**src/rtl/fetch_control_pkg.sv**
```systemverilog
// Shared definitions for the fetch-stage controller: default widths,
// register-index width and the sequencing state encoding.
package fetch_control_pkg;

  localparam int PC_W_DEF  = 11;
  localparam int CNT_W_DEF = 16;
  localparam int REG_W     = 5;

  typedef enum logic [1:0] {
    ST_RUN       = 2'd0,
    ST_STEP_WAIT = 2'd1,
    ST_STEP_GO   = 2'd2,
    ST_HALT      = 2'd3
  } state_t;

  // A state lets the pipeline move only while free running or on a granted step.
  function automatic logic is_advance(input state_t st);
    return (st == ST_RUN) || (st == ST_STEP_GO);
  endfunction

endpackage

```
**src/rtl/fetch_control_if.sv**
```systemverilog
// Pipeline-side signal bundle of the fetch controller. The master side
// supplies hazard/branch/debug information; the slave side (the
// controller) returns fetch-stage controls and statistics.
interface fetch_control_if
  import fetch_control_pkg::*;
#(
  parameter int PC_W  = PC_W_DEF,
  parameter int CNT_W = CNT_W_DEF
);

  logic             id_ex_mem_read;
  logic [REG_W-1:0] id_ex_rt;
  logic [REG_W-1:0] if_id_rs;
  logic [REG_W-1:0] if_id_rt;
  logic             branch_taken;
  logic [PC_W-1:0]  branch_target;
  logic             halt_detected;
  logic             step_mode;
  logic             step_pulse;

  logic             pc_write;
  logic             if_id_write;
  logic             if_flush;
  logic             salto_sel;
  logic [PC_W-1:0]  pc_salto;
  logic             id_ex_bubble;
  logic             halted;
  logic [CNT_W-1:0] cycle_count;
  logic [CNT_W-1:0] stall_count;

  modport master (
    output id_ex_mem_read, id_ex_rt, if_id_rs, if_id_rt,
    output branch_taken, branch_target, halt_detected, step_mode, step_pulse,
    input  pc_write, if_id_write, if_flush, salto_sel, pc_salto,
    input  id_ex_bubble, halted, cycle_count, stall_count
  );

  modport slave (
    input  id_ex_mem_read, id_ex_rt, if_id_rs, if_id_rt,
    input  branch_taken, branch_target, halt_detected, step_mode, step_pulse,
    output pc_write, if_id_write, if_flush, salto_sel, pc_salto,
    output id_ex_bubble, halted, cycle_count, stall_count
  );

endinterface

```
**src/rtl/fetch_control_hazard_detect.sv**
```systemverilog
// Load-use hazard comparator: the load in EX writes a register the
// instruction in ID reads. Register 0 is hardwired and never hazards.
module hazard_detect
  import fetch_control_pkg::*;
(
  input  logic             id_ex_mem_read,
  input  logic [REG_W-1:0] id_ex_rt,
  input  logic [REG_W-1:0] if_id_rs,
  input  logic [REG_W-1:0] if_id_rt,
  output logic             load_use
);

  assign load_use = id_ex_mem_read &&
                    (id_ex_rt != {REG_W{1'b0}}) &&
                    ((id_ex_rt == if_id_rs) || (id_ex_rt == if_id_rt));

endmodule

```
**src/rtl/fetch_control.sv**
```systemverilog
// Fetch-stage controller: arbitrates HALT, taken branches and load-use
// stalls, sequences debug single-step, and keeps cycle/stall statistics.
module fetch_control
  import fetch_control_pkg::*;
#(
  parameter int PC_W  = PC_W_DEF,
  parameter int CNT_W = CNT_W_DEF
)(
  input  logic           clock,
  input  logic           reset_n,
  fetch_control_if.slave bus
);

  localparam logic [CNT_W-1:0] CNT_MAX = {CNT_W{1'b1}};
  localparam logic [CNT_W-1:0] CNT_ONE = {{(CNT_W-1){1'b0}}, 1'b1};

  state_t           state_r;
  state_t           next_s;
  logic             halted_r;
  logic [CNT_W-1:0] cycle_r;
  logic [CNT_W-1:0] stall_r;

  logic             load_use_s;
  logic             advance_s;
  logic             stall_sel_s;
  logic             pc_write_s;
  logic             if_id_write_s;
  logic             if_flush_s;
  logic             salto_sel_s;
  logic             bubble_s;
  logic [PC_W-1:0]  pc_salto_s;

  hazard_detect u_hazard (
    .id_ex_mem_read (bus.id_ex_mem_read),
    .id_ex_rt       (bus.id_ex_rt),
    .if_id_rs       (bus.if_id_rs),
    .if_id_rt       (bus.if_id_rt),
    .load_use       (load_use_s)
  );

  assign advance_s = is_advance(state_r);

  // Select this cycle's fetch action: freeze > branch redirect > load-use stall > normal.
  always_comb begin
    pc_write_s    = 1'b0;
    if_id_write_s = 1'b0;
    if_flush_s    = 1'b0;
    salto_sel_s   = 1'b0;
    bubble_s      = 1'b1;
    stall_sel_s   = 1'b0;
    pc_salto_s    = {PC_W{1'b0}};
    if (!advance_s || bus.halt_detected) begin
      // frozen: not an advance cycle, or HALT reached ID (no redirect)
      bubble_s = 1'b1;
    end else if (bus.branch_taken) begin
      pc_write_s    = 1'b1;
      if_id_write_s = 1'b1;
      if_flush_s    = 1'b1;
      salto_sel_s   = 1'b1;
      bubble_s      = 1'b0;
      pc_salto_s    = bus.branch_target;
    end else if (load_use_s) begin
      stall_sel_s = 1'b1;
    end else begin
      pc_write_s    = 1'b1;
      if_id_write_s = 1'b1;
      bubble_s      = 1'b0;
    end
  end

  // Next sequencing state: HALT in an advance cycle dominates; otherwise step handshake.
  always_comb begin
    next_s = state_r;
    case (state_r)
      ST_RUN: begin
        if (bus.halt_detected)  next_s = ST_HALT;
        else if (bus.step_mode) next_s = ST_STEP_WAIT;
        else                    next_s = ST_RUN;
      end
      ST_STEP_WAIT: begin
        if (!bus.step_mode)      next_s = ST_RUN;
        else if (bus.step_pulse) next_s = ST_STEP_GO;
        else                     next_s = ST_STEP_WAIT;
      end
      ST_STEP_GO: begin
        if (bus.halt_detected)  next_s = ST_HALT;
        else if (bus.step_mode) next_s = ST_STEP_WAIT;
        else                    next_s = ST_RUN;
      end
      ST_HALT: next_s = ST_HALT;
      default: next_s = ST_RUN;
    endcase
  end

  // Sequencing state register with registered halted flag.
  always_ff @(posedge clock or negedge reset_n) begin
    if (!reset_n) begin
      state_r  <= ST_RUN;
      halted_r <= 1'b0;
    end else begin
      state_r  <= next_s;
      halted_r <= (next_s == ST_HALT);
    end
  end

  // Saturating statistics: live cycles and cycles spent on load-use stalls.
  always_ff @(posedge clock or negedge reset_n) begin
    if (!reset_n) begin
      cycle_r <= {CNT_W{1'b0}};
      stall_r <= {CNT_W{1'b0}};
    end else begin
      if ((state_r != ST_HALT) && (cycle_r != CNT_MAX)) cycle_r <= cycle_r + CNT_ONE;
      else                                               cycle_r <= cycle_r;
      if (stall_sel_s && (stall_r != CNT_MAX)) stall_r <= stall_r + CNT_ONE;
      else                                     stall_r <= stall_r;
    end
  end

  assign bus.pc_write     = pc_write_s;
  assign bus.if_id_write  = if_id_write_s;
  assign bus.if_flush     = if_flush_s;
  assign bus.salto_sel    = salto_sel_s;
  assign bus.pc_salto     = pc_salto_s;
  assign bus.id_ex_bubble = bubble_s;
  assign bus.halted       = halted_r;
  assign bus.cycle_count  = cycle_r;
  assign bus.stall_count  = stall_r;

endmodule

```
**src/flat_wrapper.sv**
```systemverilog
// flat-port wrapper written by rule: the top's interface ports become plain ports
module fetch_control_flat import fetch_control_pkg::*;
#(
  parameter int PC_W  = PC_W_DEF,
  parameter int CNT_W = CNT_W_DEF
)
  (clock, reset_n, bus_id_ex_mem_read, bus_id_ex_rt, bus_if_id_rs, bus_if_id_rt, bus_branch_taken, bus_branch_target, bus_halt_detected, bus_step_mode, bus_step_pulse, bus_pc_write, bus_if_id_write, bus_if_flush, bus_salto_sel, bus_pc_salto, bus_id_ex_bubble, bus_halted, bus_cycle_count, bus_stall_count);
  fetch_control_if #(.PC_W(PC_W), .CNT_W(CNT_W)) bus_i ();
  input  logic clock;
  input  logic reset_n;
  input wire logic [$bits(bus_i.id_ex_mem_read)-1:0] bus_id_ex_mem_read;
  input wire logic [$bits(bus_i.id_ex_rt)-1:0] bus_id_ex_rt;
  input wire logic [$bits(bus_i.if_id_rs)-1:0] bus_if_id_rs;
  input wire logic [$bits(bus_i.if_id_rt)-1:0] bus_if_id_rt;
  input wire logic [$bits(bus_i.branch_taken)-1:0] bus_branch_taken;
  input wire logic [$bits(bus_i.branch_target)-1:0] bus_branch_target;
  input wire logic [$bits(bus_i.halt_detected)-1:0] bus_halt_detected;
  input wire logic [$bits(bus_i.step_mode)-1:0] bus_step_mode;
  input wire logic [$bits(bus_i.step_pulse)-1:0] bus_step_pulse;
  output wire logic [$bits(bus_i.pc_write)-1:0] bus_pc_write;
  output wire logic [$bits(bus_i.if_id_write)-1:0] bus_if_id_write;
  output wire logic [$bits(bus_i.if_flush)-1:0] bus_if_flush;
  output wire logic [$bits(bus_i.salto_sel)-1:0] bus_salto_sel;
  output wire logic [$bits(bus_i.pc_salto)-1:0] bus_pc_salto;
  output wire logic [$bits(bus_i.id_ex_bubble)-1:0] bus_id_ex_bubble;
  output wire logic [$bits(bus_i.halted)-1:0] bus_halted;
  output wire logic [$bits(bus_i.cycle_count)-1:0] bus_cycle_count;
  output wire logic [$bits(bus_i.stall_count)-1:0] bus_stall_count;
  assign bus_i.id_ex_mem_read = bus_id_ex_mem_read;
  assign bus_i.id_ex_rt = bus_id_ex_rt;
  assign bus_i.if_id_rs = bus_if_id_rs;
  assign bus_i.if_id_rt = bus_if_id_rt;
  assign bus_i.branch_taken = bus_branch_taken;
  assign bus_i.branch_target = bus_branch_target;
  assign bus_i.halt_detected = bus_halt_detected;
  assign bus_i.step_mode = bus_step_mode;
  assign bus_i.step_pulse = bus_step_pulse;
  assign bus_pc_write = bus_i.pc_write;
  assign bus_if_id_write = bus_i.if_id_write;
  assign bus_if_flush = bus_i.if_flush;
  assign bus_salto_sel = bus_i.salto_sel;
  assign bus_pc_salto = bus_i.pc_salto;
  assign bus_id_ex_bubble = bus_i.id_ex_bubble;
  assign bus_halted = bus_i.halted;
  assign bus_cycle_count = bus_i.cycle_count;
  assign bus_stall_count = bus_i.stall_count;
  fetch_control #(.PC_W(PC_W), .CNT_W(CNT_W)) u_core (.clock(clock), .reset_n(reset_n), .bus(bus_i));
endmodule
```
**config.mk**
```make
export PLATFORM = sky130hd
export DESIGN_NAME = fetch_control_flat
export DESIGN_NICKNAME = d
export VERILOG_FILES = /design/src/rtl/fetch_control_pkg.sv /design/src/rtl/fetch_control_if.sv /design/src/rtl/fetch_control_hazard_detect.sv /design/src/rtl/fetch_control.sv /design/src/flat_wrapper.sv
export SDC_FILE = /design/constraint.sdc
export NUM_CORES = 1
export LEC_CHECK = 0
export CAP_MARGIN = 20
export CELL_PAD_IN_SITES_DETAIL_PLACEMENT = 0
export CELL_PAD_IN_SITES_GLOBAL_PLACEMENT = 1
export CORE_ASPECT_RATIO = 1.2
export CORE_UTILIZATION = 35
export CTS_CLUSTER_DIAMETER = 100
export CTS_CLUSTER_SIZE = 14
export DETAILED_ROUTE_END_ITERATION = 6
export PLACE_DENSITY_LB_ADDON = 0.1
export SETUP_SLACK_MARGIN = 0.5
export SLEW_MARGIN = 15
export SYNTH_ARGS = -nofsm -noshare
export SYNTH_HDL_FRONTEND = slang
export SYNTH_HIERARCHICAL = 1
export SYNTH_SLANG_ARGS = --single-unit
export TNS_END_PERCENT = 10
```
**constraint.sdc**
```tcl
create_clock -name clock -period 4.4 [get_ports clock]
set_clock_uncertainty 0.1 [all_clocks]
set_input_delay 0.66 -clock clock [delete_from_list [all_inputs] [get_ports clock]]
set_output_delay 0.66 -clock clock [all_outputs]
set_load 0.01 [all_outputs]
```
## After elaboration in Yosys (flattened, before gate mapping)

Cells that the tools add are included.

- Input port bits: 33
- Word-level logic and storage cells: 42
- Memories: 0
- Output and inout bits: 49
- ROM bits: 0
- Memory bits (writable): 0
- Latch bits: 0
- Flip-flop bits (word level): 35

- Add/subtract/negate cells: 2
- Order comparisons: 0
- Multiplexer cells: 16
- Divide/modulo/power cells: 0
- $mul: 0
- Bitwise logic cells: 0
- Eq/ne operators: 9
- Reductions and logical operators: 11
- Shift operators: 0

Operators by type and width:

| cell | count |
|---|---|
| $add A16 B1 Y16 const B | 2 |
| $ne A16 B16 Y1 const B | 2 |
| $mux W11 | 2 |
| $eq A5 B5 Y1 | 2 |
| $mux W1 | 10 |
| $eq A2 B2 Y1 const B | 3 |
| $mux W2 | 3 |
| $pmux W2 S3 | 1 |
| $reduce_bool A5 Y1 | 1 |
| $logic_and A1 B1 Y1 | 4 |
| $logic_or A1 B1 Y1 | 3 |
| $eq A2 B1 Y1 const B | 1 |
| $logic_not A2 Y1 | 1 |
| $ne A2 B2 Y1 const B | 1 |
| $reduce_or A2 Y1 | 1 |
| $logic_not A1 Y1 | 1 |

## Logic depth before layout (Yosys ltp)

Gate-level depths: netlist (run 1).

- Word-level depth: 7
- Depth in mapped cells: 8
- Mapped depth without buffers: 8

## Hierarchy

Netlist (run 1), hierarchy kept.

By module, submodules not included:

| module | area each (µm²) | times used | cells each | sequential area each (µm²) |
|---|---|---|---|---|
| fetch_control | 1910.6 | 1 | 176 | 875.8 |
| hazard_detect | 125.1 | 1 | 17 | 0.0 |

## Worst setup path before layout (run 1)

OpenSTA, ideal clock, no wires.

- Kind: input to register
- Start: input port bus_id_ex_rt[0]
- End: register u_core.stall_r[12], in the netlist u_core/bus.stall_count[12]
- Setup slack: 1.934 ns
- Stages on the path: 8
- Path buffers: 0
- Data required time: 4.172 ns
- Library setup time: 0.128 ns
- Arrival time: 2.239 ns
- Cell sequence: xor2_1 -> nor3_1 -> nand3_1 -> a21oi_1 -> nor4b_4 -> nand2b_4 -> nor3_1 -> mux2_1

- Word-level cells in the longest chain between the ends: 7
- Elaborated cells between the ends (all ways): 10
- Those cells by class: eq/ne (2); mux (3); reduce/logical (5)

Ends and longest elaborated chain:

| item | RTL line | RTL |
|---|---|---|
| from (decl) | flat_wrapper.sv:12 | `input wire logic [$bits(bus_i.id_ex_rt)-1:0] bus_id_ex_rt;` |
| $eq A5 B5 Y1 / $reduce_bool A5 Y1 (equally long branches) | fetch_control_hazard_detect.sv:15, fetch_control_hazard_detect.sv:14 |  |
| $logic_or A1 B1 Y1 / $logic_and A1 B1 Y1 (equally long branches) | fetch_control_hazard_detect.sv:15, fetch_control_hazard_detect.sv:13 |  |
| $logic_and A1 B1 Y1 * | fetch_control_hazard_detect.sv:14 | `(id_ex_rt != {REG_W{1'b0}}) &&` |
| net u_core.load_use_s | fetch_control.sv:23 | `logic load_use_s;` |
| $mux W1 * | fetch_control.sv:62 | `end else if (load_use_s) begin` |
| $mux W1 * | fetch_control.sv:55 | `end else if (bus.branch_taken) begin` |
| $mux W1 * | fetch_control.sv:52 | `if (!advance_s \|\| bus.halt_detected) begin` |
| $logic_and A1 B1 Y1 * | fetch_control.sv:114 | `if (stall_sel_s && (stall_r != CNT_MAX)) stall_r <= stall_r + CNT_ONE;` |
| to (signal assigned) | fetch_control.sv:110 | `stall_r <= {CNT_W{1'b0}};` |
| to (signal assigned) | fetch_control.sv:114 |  |
| to (signal assigned) | fetch_control.sv:115 | `else stall_r <= stall_r;` |
| to (decl) | fetch_control.sv:21 | `logic [CNT_W-1:0] stall_r;` |

The timed path passes the listed nets; every way through them passes the cells marked *.
A chain may end at the register's enable or synchronous reset.

## Final worst setup path (run 1)

- Start: input port bus_id_ex_rt[1]
- End: output port bus_if_id_write

- Word-level cells in the longest chain between the ends: 6
- Elaborated cells between the ends (all ways): 9
- Those cells by class: eq/ne (2); mux (3); reduce/logical (4)

Ends and longest elaborated chain:

| item | RTL line | RTL |
|---|---|---|
| $eq A5 B5 Y1 / $reduce_bool A5 Y1 (equally long branches) | fetch_control_hazard_detect.sv:15, fetch_control_hazard_detect.sv:14 |  |
| $logic_or A1 B1 Y1 / $logic_and A1 B1 Y1 (equally long branches) | fetch_control_hazard_detect.sv:15, fetch_control_hazard_detect.sv:13 |  |
| $logic_and A1 B1 Y1 * | fetch_control_hazard_detect.sv:14 |  |
| net u_core.load_use_s | fetch_control.sv:23 |  |
| $mux W1 * | fetch_control.sv:62 |  |
| $mux W1 * | fetch_control.sv:55 |  |
| $mux W1 * | fetch_control.sv:52 |  |
| to (decl) | flat_wrapper.sv:21 | `output wire logic [$bits(bus_i.if_id_write)-1:0] bus_if_id_write;` |

Marks and branches as above.

==> reports/summary.txt, run 1 <==
status: finished, final reports clean
worst skew pair latency: 0.28 ns
DRC viols: 0
Vias/cell: 4.87
reg2reg path depth: 4
Setup TNS: 0 ns
largest net degree at the start of global routing: 36
Mapped Area: 0.00204 sq mm
EDFF count, synth: 0
layout cells sized above 1: 9.68%
DR WL met2: 2490 microns
# placed instances: 335
total track usage: 17.0%
top post-synthesis cells by count: 35 x dfrtp_1, 32 x xor2_1, 16 x nand2_1, 15 x nor3_1
post-cts resize count: 0
DR pass1 iterations: 4
WL met3: 163 microns
Worst setup SP type: primary input
final global-route overflow total: 0
Power Dens Cells: 330 mW/mm^2
M1 WL: 2040 microns
Worst-Margin Slew: 0.781 ns
P&R area growth vs syn: 47.9%
Starting Density: 36.2%
final net count: 313
ys async rst share: 100%
Pleak: 1.37 nW
count leader, synth: dfrtp_1
Worst-path clk slew: 0.07 ns
final cell count without fillers: 343
CP Class: in2out
DP Worst Slack: 0.967 ns
Initial DRC Count: 76
max cap viols: 0
WHS: 0.400 ns
max layer used: met4
Setup crit end kind: output port
final antenna-violating net count: 0
Reg-to-Reg Start: u_core/bus.stall_count[0]
CORE AREA: 0.00563 sq mm
worst min-delay path class: reg2reg
CTS root buf: clkbuf_8
Setup Buffers After CTS: 0
Die ar.: 0.00613 sq mm
crit path time final: 3.41 ns
Tcrit/Tclk final: 77.5%
vias in the first global route: 1627
RSZ-0062 raised after global routing: no
mux share of post-synthesis cell area: 2.40%
Synth Flop Type: dfrtp_1
Compound-Gate Fraction of Synth Area: 3.20%
HPWL Detailed: 3620 microns
XOR/XNOR share of the synthesized area: 15.9%
first-pass GRT wire length: 8170 microns
fillcell total: 545
die height: 85.5 microns
Distinct cells, synth: 39
hold depth: 1
Slew HR: 47.8%
Critical Path RT: 3.64 ns
Slew Viols, Final: 0
crit path from: bus_id_ex_rt[1]
setup ws final: 0.991 ns
Hold Path Origin: u_core/bus.cycle_count[15]
I/O pins: 82
routed wire length: 4750 microns
placement row count: 30
vias: 1670
post-synth top area share: 43.0%
top cells by area, synth: dfrtp_1 43%, xor2_1 14%, and3_1 4.0%
Die W: 71.6 microns
post-synthesis adder-cell area fraction: 1.23%
largest family of logic cells by synthesized area: simple AND/OR/NAND/NOR gates
crit-path max FO: 3
hold violation total from the final report: 0
VDD IR-drop max: 0.294 mV
CTS tree: built
routed len/inst: 13.8 microns
# setup viols final: 0
WP data arrival: 2.65 ns
Max Clock Freq: 0.293 GHz
CTS H-tree depth: 2
Synth Instances: 193
routability cong.: 0.732
Synthesized Nets: 228
number of clock sinks: 35
Max clock buf depth: 2
Port Buffers: 81
yosys warns: 6
CTS Buf Count: 5
post-synthesis sequential area ratio: 43.0%
Hold-fix buffers, CTS: 0
initial antenna violation count: 0
Synth Register Bits: 35
simple logic cell fraction of the synthesized area: 32.6%
top cell type by total area after synthesis: dfrtp_1
syn avg cell area: 10.5 sq um
ANT cells: 0
-- final timing paths --
path                                               to  slack, ns
max                                   bus_if_id_write       0.99
min                        u_core/bus.cycle_count[15]       0.40
max reg2reg                 u_core/bus.stall_count[1]       2.45
min reg2reg                u_core/bus.cycle_count[15]       0.40
max in group asynchronous   u_core/bus.stall_count[4]       3.19
min in group asynchronous  u_core/bus.stall_count[12]       0.71
-- cell usage in the layout (no fill, tap or decap), types with 3 or more instances in the layout --
master / count
clkdlybuf4s50_1: 81
dfrtp_1: 35
xor2_1: 32
nand2_1: 16
nor3_1: 15
nor2_1: 13
and3_1: 13
nand3_1: 11
clkbuf_8: 7
xnor2_1: 5
nor4_2: 4
a21oi_1: 3
inv_1: 3
nand4_2: 3
nand4_1: 3
nor4_1: 3
and4_1: 3
-- per-layer routing --
layer  track usage, %  vias up
met5                0        -
met4             4.81        0
met3             3.76        6
met2             29.3       30
met1             21.2      780
li1                 -      854
-- sequential cells by signal, summed over array words and instances, names as in the netlist --
| register | flops |
|---|---|
| u_core/bus.halted | 1 |
| u_core/bus.stall_count | 16 |
| u_core/bus.cycle_count | 16 |
| u_core/state_r | 2 |
-- layout make-up --
cell class                 instances  area, sq um  share of cell area (%)
clock buffer                       8          100                    3.32
inverter                           3         11.3                   0.374
multi-input combinational        151         1130                    37.4
sequential                        35          876                    29.1
tap                               64         80.1                    2.66
timing repair buffer              82          818                    27.2
-- critical path: stages --
cell and delay (ns):
clkdlybuf4s50_1 0.47, or4_1 0.54, o21ai_1 0.15, a21oi_1 0.08
inv_1 0.06, o21a_1 0.14, clkdlybuf4s50_1 0.54
-- stage by stage --
| stage | utilization (%) | total power [mW] | instance area [sq um] |
|---|---|---|---|
| floorplan | - | 0.582 | 2040 |
| global placement | 51.7 | 0.748 | 2910 |
| detailed placement | 51.7 | 0.749 | 2910 |
| CTS | 53.5 | 1.01 | 3010 |
| global route | 53.5 | 1.05 | 3010 |
| finish | 53.5 | 0.993 | 3010 |
-- power by group --
| group | switching [mW] | internal [mW] | leakage (nW) |
|---|---|---|---|
| Combinational | 0.134 | 0.177 | 0.854 |
| Clock | 0.108 | 0.143 | 0.0515 |
| Sequential | 0.0632 | 0.368 | 0.466 |
| Total | 0.305 | 0.687 | 1.37 |
-- cell families after synthesis --
logic type	after synthesis
flip-flops	35
buffers and inverters	7
XOR/XNOR	37
AND/OR/NAND/NOR	100
AO/OA/AOI/OAI	8
multiplexers	4
adder cells (fa/ha/maj)	2
Power figures use the tool's default switching activity.
==> run 2: changes to the inputs <==
--- a/config.mk
+++ b/config.mk
@@ -9,7 +9,7 @@
 export CELL_PAD_IN_SITES_DETAIL_PLACEMENT = 0
 export CELL_PAD_IN_SITES_GLOBAL_PLACEMENT = 1
 export CORE_ASPECT_RATIO = 1.2
-export CORE_UTILIZATION = 35
+export CORE_UTILIZATION = 29
 export CTS_CLUSTER_DIAMETER = 100
 export CTS_CLUSTER_SIZE = 14
 export DETAILED_ROUTE_END_ITERATION = 6
==> constraint.sdc (replaced) <==
create_clock -name clock -period 3 [get_ports clock]
set_clock_uncertainty 0.1 [all_clocks]
set_input_delay 0.45 -clock clock [delete_from_list [all_inputs] [get_ports clock]]
set_output_delay 0.45 -clock clock [all_outputs]
set_load 0.01 [all_outputs]
==> reports/summary.txt, run 2 (same netlist as run 1, synthesis figures left out) <==
status: finished, final reports clean
hold depth: 1 (unchanged)
sequential power share: 44.6% (+1.2 points)
Switching Fraction: 32.4% (+1.6 points)
Pleak: 1.47 nW (+6.8%)
Initial DRC Count: 72 (-5.3%)
# setup viols final: 0 (unchanged)
Starting Density: 29.9% (-6.3 points)
CTS H-tree depth: 2 (unchanged)
Setup TNS: 0 ns (unchanged)
max cap viols: 0 (unchanged)
Power Dens Cells: 457 mW/mm^2 (+39%)
Worst-path clk slew: 0.07 ns (about the same)
Slew Viols, Final: 0 (unchanged)
hold violation total from the final report: 0 (unchanged)
Switch Pwr: 0.460 mW (+51%)
WP data arrival: 1.90 ns (-0.75 ns)
CTS root buf: clkbuf_8
global routing usage on met2: 26.2% (-3.1 points)
VDD IR-drop max: 0.419 mV (+43%)
final net count: 319 (+1.9%)
Worst R2R Setup Slack: 1.03 ns (-1.42 ns)
Slew HR: 62.8% (+15 points)
I/O pins: 82 (unchanged)
die height: 93.8 microns (+9.6%)
reg2reg path depth: 4 (unchanged)
Max clock buf depth: 2 (unchanged)
Max Clock Freq: 0.409 GHz
crit path time final: 2.45 ns
Tcrit/Tclk final: 81.6%
final global-route overflow total: 0 (unchanged)
DR pass1 iterations: 4 (unchanged)
initial antenna violation count: 0 (unchanged)
DRC viols: 0 (unchanged)
routed wire length: 5080 microns (+7.1%)
Clk pwr share: 23.2% (-2.1 points)
# placed instances: 363 (+8.4%)
grt peak-use layer: met2
Vias/cell: 4.65 (-4.5%)
Pint: 0.961 mW (+40%)
most frequent cells in the layout: 68 x clkdlybuf4s50_1, 35 x dfrtp_1, 31 x xor2_1, 16 x nand2_1
Worst setup SP type: primary input
crit-path max FO: 8 (+5)
routed len/inst: 13.7 microns (-1.2%)
largest net degree at the start of global routing: 36 (unchanged)
final antenna-violating net count: 0 (unchanged)
Comb pwr share: 32.2% (+0.9 points)
HPWL Detailed: 3840 microns (+6.0%)
Port Buffers: 81 (unchanged)
Die W: 78.5 microns (+9.6%)
layout cells sized above 1: 15.1% (+5.4 points)
CP Class: in2out
GR Layer Usage met1: 18.8% (-2.4 points)
Setup crit end kind: output port
Reg-to-Reg Start: u_core/bus.stall_count[0]
total track usage: 15.3% (-1.7 points)
Hold-fix buffers, CTS: 0 (unchanged)
Worst-Margin Slew: 0.553 ns (-0.228 ns)
vias: 1730 (+3.6%)
final cell count without fillers: 372 (+8.5%)
P&R area growth vs syn: 52.7%
Die ar.: 0.00736 sq mm (+20%)
FF-to-FF End: u_core/bus.stall_count[1]
Hold Path Origin: u_core/bus.cycle_count[15]
Critical Path RT: 2.45 ns (-1.19 ns)
CTS tree: built
number of clock sinks: 35 (unchanged)
commonest non-fill, non-tap cell in the layout: clkdlybuf4s50_1
routability cong.: 0.720 (-1.7%)
placement row count: 33 (+10%)
Hold EP: u_core/bus.cycle_count[15]
met3 Use GR: 3.59% (-0.17 points)
worst min-delay path class: reg2reg
RSZ-0062 raised after global routing: yes
CTS Buf Count: 5 (unchanged)
CORE AREA: 0.00681 sq mm (+21%)
ANT cells: 0 (unchanged)
first-pass GRT wire length: 8630 microns (+5.6%)
worst skew pair latency: 0.29 ns (about the same)
vias in the first global route: 1680 (+3.3%)
-- run 2: repair_timing --
| action | CTS | global route |
|---|---|---|
| cloned | 0 | 0 |
| setup buffers | 0 | 1 |
| hold endpoints to repair | 0 | 0 |
| pin swaps | 2 | 5 |
| resized for setup | 17 | 14 |
| setup endpoints to repair | 26 | 30 |
-- run 2: power by group through the flow --
stage | clock (mW) | combinational [mW] | sequential (mW)
4_1_cts | 0.342 | 0.463 | 0.634
3_5_place_dp | 0 | 0.472 | 0.640
2_1_floorplan | 0 | 0.206 | 0.648
5_1_grt | 0.373 | 0.506 | 0.646
3_3_place_gp | 0 | 0.469 | 0.644
6_report | 0.330 | 0.458 | 0.633
-- run 2: cell type report --
cell class	count	area, sq um
clock buffer	7	76.3
fill	688	3700
tap	87	109
sequential	35	876
clock inverter	1	5.00
inverter	3	11.3
timing repair buffer	88	858
multi-input combinational	151	1170
-- run 2: worst max path at each step --
| stage | start | end |
|---|---|---|
| after CTS | bus_if_id_rt[3] | u_core/bus.stall_count[12] |
| after global placement | bus_id_ex_rt[0] | bus_id_ex_bubble |
| after detailed placement | bus_id_ex_rt[0] | bus_id_ex_bubble |
| after floorplan | bus_id_ex_rt[0] | u_core/bus.stall_count[12] |
| final | bus_halt_detected | bus_pc_salto[5] |
| after global routing | bus_halt_detected | bus_pc_salto[5] |
-- run 2: through the flow --
step | utilization, % | setup slack, ns | instance area (sq um) | total power, mW | hold WS, ns
after floorplan | - | 0.744 | 2040 | 0.854 | 0.0544
after detailed placement | 43.7 | 0.0258 | 2980 | 1.11 | 0.390
after global placement | 43.7 | 0.0339 | 2980 | 1.11 | 0.379
after CTS | 44.7 | 0.464 | 3040 | 1.44 | 0.404
after global routing | 45.6 | 0.478 | 3110 | 1.53 | 0.441
final | 45.6 | 0.553 | 3110 | 1.42 | 0.408
-- run 2: layer usage --
layer / up-vias / part of all wire [%]
met2: 41 / 53
met4: 0 / 1.4
li1: 863 / -
met5: - / 0
met1: 820 / 42
met3: 6 / 3.8
-- run 2: critical path: stages --
cell and delay, ns:
clkdlybuf4s50_1 0.47, nor2_2 0.12, buf_4 0.16, and3_1 0.16, clkdlybuf4s50_1 0.54
==> run 3: changes to the inputs <==
--- a/config.mk
+++ b/config.mk
@@ -9,7 +9,7 @@
 export CELL_PAD_IN_SITES_DETAIL_PLACEMENT = 0
 export CELL_PAD_IN_SITES_GLOBAL_PLACEMENT = 1
 export CORE_ASPECT_RATIO = 1.2
-export CORE_UTILIZATION = 29
+export CORE_UTILIZATION = 32
 export CTS_CLUSTER_DIAMETER = 100
 export CTS_CLUSTER_SIZE = 14
 export DETAILED_ROUTE_END_ITERATION = 6
==> constraint.sdc (replaced) <==
create_clock -name clock -period 2.45 [get_ports clock]
set_clock_uncertainty 0.1 [all_clocks]
set_input_delay 0.3675 -clock clock [delete_from_list [all_inputs] [get_ports clock]]
set_output_delay 0.3675 -clock clock [all_outputs]
set_load 0.01 [all_outputs]
==> reports/summary.txt, run 3 (same netlist as run 1, synthesis figures left out) <==
die height: 89.4 microns (-4.7%)
critical-path cell list: buf_6 -> or4_1 -> o21ai_1 -> a21oi_2 -> buf_4 -> buf_6 -> nor4b_4 -> buf_4 -> buf_4 -> o41ai_4 -> mux2_1
CTS tree: built
final antenna-violating net count: 0 (unchanged)
CORE AREA: 0.00609 sq mm (-11%)
total track usage: 14.7% (-0.61 points)
number of clock sinks: 35 (unchanged)
DRC viols: 0 (unchanged)
DP Worst Slack: -0.439 ns (-0.464 ns)
Max clock buf depth: 2 (unchanged)
initial antenna violation count: 0 (unchanged)
routed wire length: 4910 microns (-3.4%)
Port Buffers: 81 (unchanged)
Die W: 74.8 microns (-4.7%)
I/O pins: 82 (unchanged)
Starting Density: 33.4% (+3.5 points)
sequential power share: 45.2% (+0.6 points)
status: finished, final reports clean
Switch Pwr: 0.554 mW (+20%)
Crit path largest cell delay: 0.52 ns (-0.02 ns)
Critical Path Most Common Cell: buf_4
vias: 1732 (+0.12%)
routability cong.: 0.727 (+1.0%)
Worst-path clk slew: 0.07 ns (about the same)
layout cells sized above 1: 21.5% (+6.4 points)
Pleak: 1.53 nW (+4.4%)
placement row count: 31 (-6.1%)
worst min-delay path class: in2async
Slew Viols, Final: 0 (unchanged)
ANT cells: 0 (unchanged)
Die ar.: 0.00669 sq mm (-9.2%)
crit path time final: 2.20 ns
largest net degree at the start of global routing: 36 (unchanged)
Power Dens Cells: 547 mW/mm^2 (+20%)
DR pass1 iterations: 4 (unchanged)
Clk pwr share: 21.8% (-1.4 points)
worst skew pair latency: 0.28 ns (about the same)
Setup crit end kind: flop
CTS root buf: clkbuf_8
Initial DRC Count: 52 (-28%)
crit-path max FO: 5 (-3)
max cap viols: 0 (unchanged)
HPWL Detailed: 3700 microns (-3.7%)
Worst setup SP type: primary input
Vias/cell: 4.68 (+0.66%)
CTS H-tree depth: 2 (unchanged)
final net count: 324 (+1.6%)
CP Class: in2reg
vias in the first global route: 1617 (-3.8%)
fillcell total: 593 (-14%)
Worst-Margin Slew: 0.551 ns (-0.00262 ns)
Switching Fraction: 32.2% (-0.18 points)
RSZ-0062 raised after global routing: yes
Critical Path RT: 2.52 ns (+0.07 ns)
CTS Buf Count: 5 (unchanged)
final global-route overflow total: 0 (unchanged)
Comb pwr share: 33.0% (+0.8 points)
P&R area growth vs syn: 54.3%
# setup viols final: 0 (unchanged)
most frequent cells in the layout: 52 x clkdlybuf4s50_1, 34 x dfrtp_1, 30 x xor2_1, 16 x nand2_1
routed len/inst: 13.3 microns (-2.9%)
hold violation total from the final report: 0 (unchanged)
final core utilization: 51.6% (+6.0 points)
WP data arrival: 2.26 ns (+0.36 ns)
Pint: 1.17 mW (+21%)
setup ws final: 0.251 ns (-0.303 ns)
first-pass GRT wire length: 7410 microns (-14%)
critical path's slowest cell: or4_1
final cell count without fillers: 370 (-0.54%)
commonest non-fill, non-tap cell in the layout: clkdlybuf4s50_1
Slew HR: 63.0% (+0.18 points)
Pwr Total: 1.72 mW (+21%)
Max Clock Freq: 0.455 GHz
VDD IR-drop max: 0.507 mV (+21%)
# placed instances: 361 (-0.55%)
Tcrit/Tclk final: 89.8%
WHS: 0.404 ns (-0.00335 ns)
-- run 3: changes by cell type in the layout (fill, tap and decap cells not counted), sizes merged --
cell / before / now
buf: 10 / 24
clkinv: 1 / 0
dlygate4sd2: 4 / 13
clkdlybuf4s15: 0 / 1
clkbuf: 7 / 8
clkdlybuf4s50: 68 / 52
dlymetal6s2s: 6 / 1
-- run 3: area by class of cell --
| type | count | area (sq um) | area share [%] |
|---|---|---|---|
| Clock buffer | 6 | 72.6 | 2.31 |
| Inverter | 3 | 11.3 | 0.358 |
| Multi-Input combinational cell | 151 | 1220 | 38.7 |
| Sequential cell | 35 | 877 | 27.9 |
| Tap cell | 82 | 103 | 3.27 |
| Timing Repair Buffer | 93 | 862 | 27.4 |
-- run 3: power groups by stage --
stage                     Clock [mW]  Combinational [mW]  Sequential (mW)
final                          0.375               0.567            0.777
after global routing           0.429               0.615            0.795
after CTS                      0.405               0.567            0.777
after detailed placement           0               0.585            0.783
after global placement             0               0.579            0.787
after floorplan                    0               0.253            0.794
-- run 3: through the flow --
| stage | TNS [ns] | instance area, sq um |
|---|---|---|
| after floorplan | 0 | 2040 |
| after global placement | -4.37 | 3000 |
| after detailed placement | -5.94 | 3000 |
| after CTS | 0 | 3080 |
| after global routing | 0 | 3140 |
| final | 0 | 3140 |
-- run 3: timing repair --
action / in CTS / in global routing
setup endpoints to repair: 33 / 33
setup buffers: 3 / 0
resized for setup: 77 / 16
pin swaps: 16 / 12
hold buffers: 0 / 0
gates cloned: 0 / 0
-- run 3: routing by layer --
layer  vias to the layer above  share of wire [%]  GRT usage (%)
li1                        871                  -              -
met1                       821                 41           17.2
met5                         -                  0              0
met4                         0                1.2           5.15
met3                         6                3.7           3.72
met2                        34                 54           25.7
-- run 3: final timing paths --
check                                            from                         end  slack (ns)  cells after the start
min in group clock         u_core/bus.cycle_count[15]  u_core/bus.cycle_count[15]        0.41                      1
min                                           reset_n  u_core/bus.stall_count[14]        0.40                      2
max in group asynchronous                     reset_n           u_core/state_r[0]        1.51                      2
max reg2reg                 u_core/bus.cycle_count[0]   u_core/bus.cycle_count[1]        0.45                      5
max                                   bus_id_ex_rt[3]   u_core/bus.stall_count[1]        0.25                     11
min reg2reg                u_core/bus.cycle_count[15]  u_core/bus.cycle_count[15]        0.41                      1
-- run 3: critical path, delay by kind of cell --
family,cells,cell delay (ns)
AOI/OAI and AO/OA,3,0.29
muxes,1,0.36
buffers and inverters,5,0.61
and+or+nand+nor,2,0.64
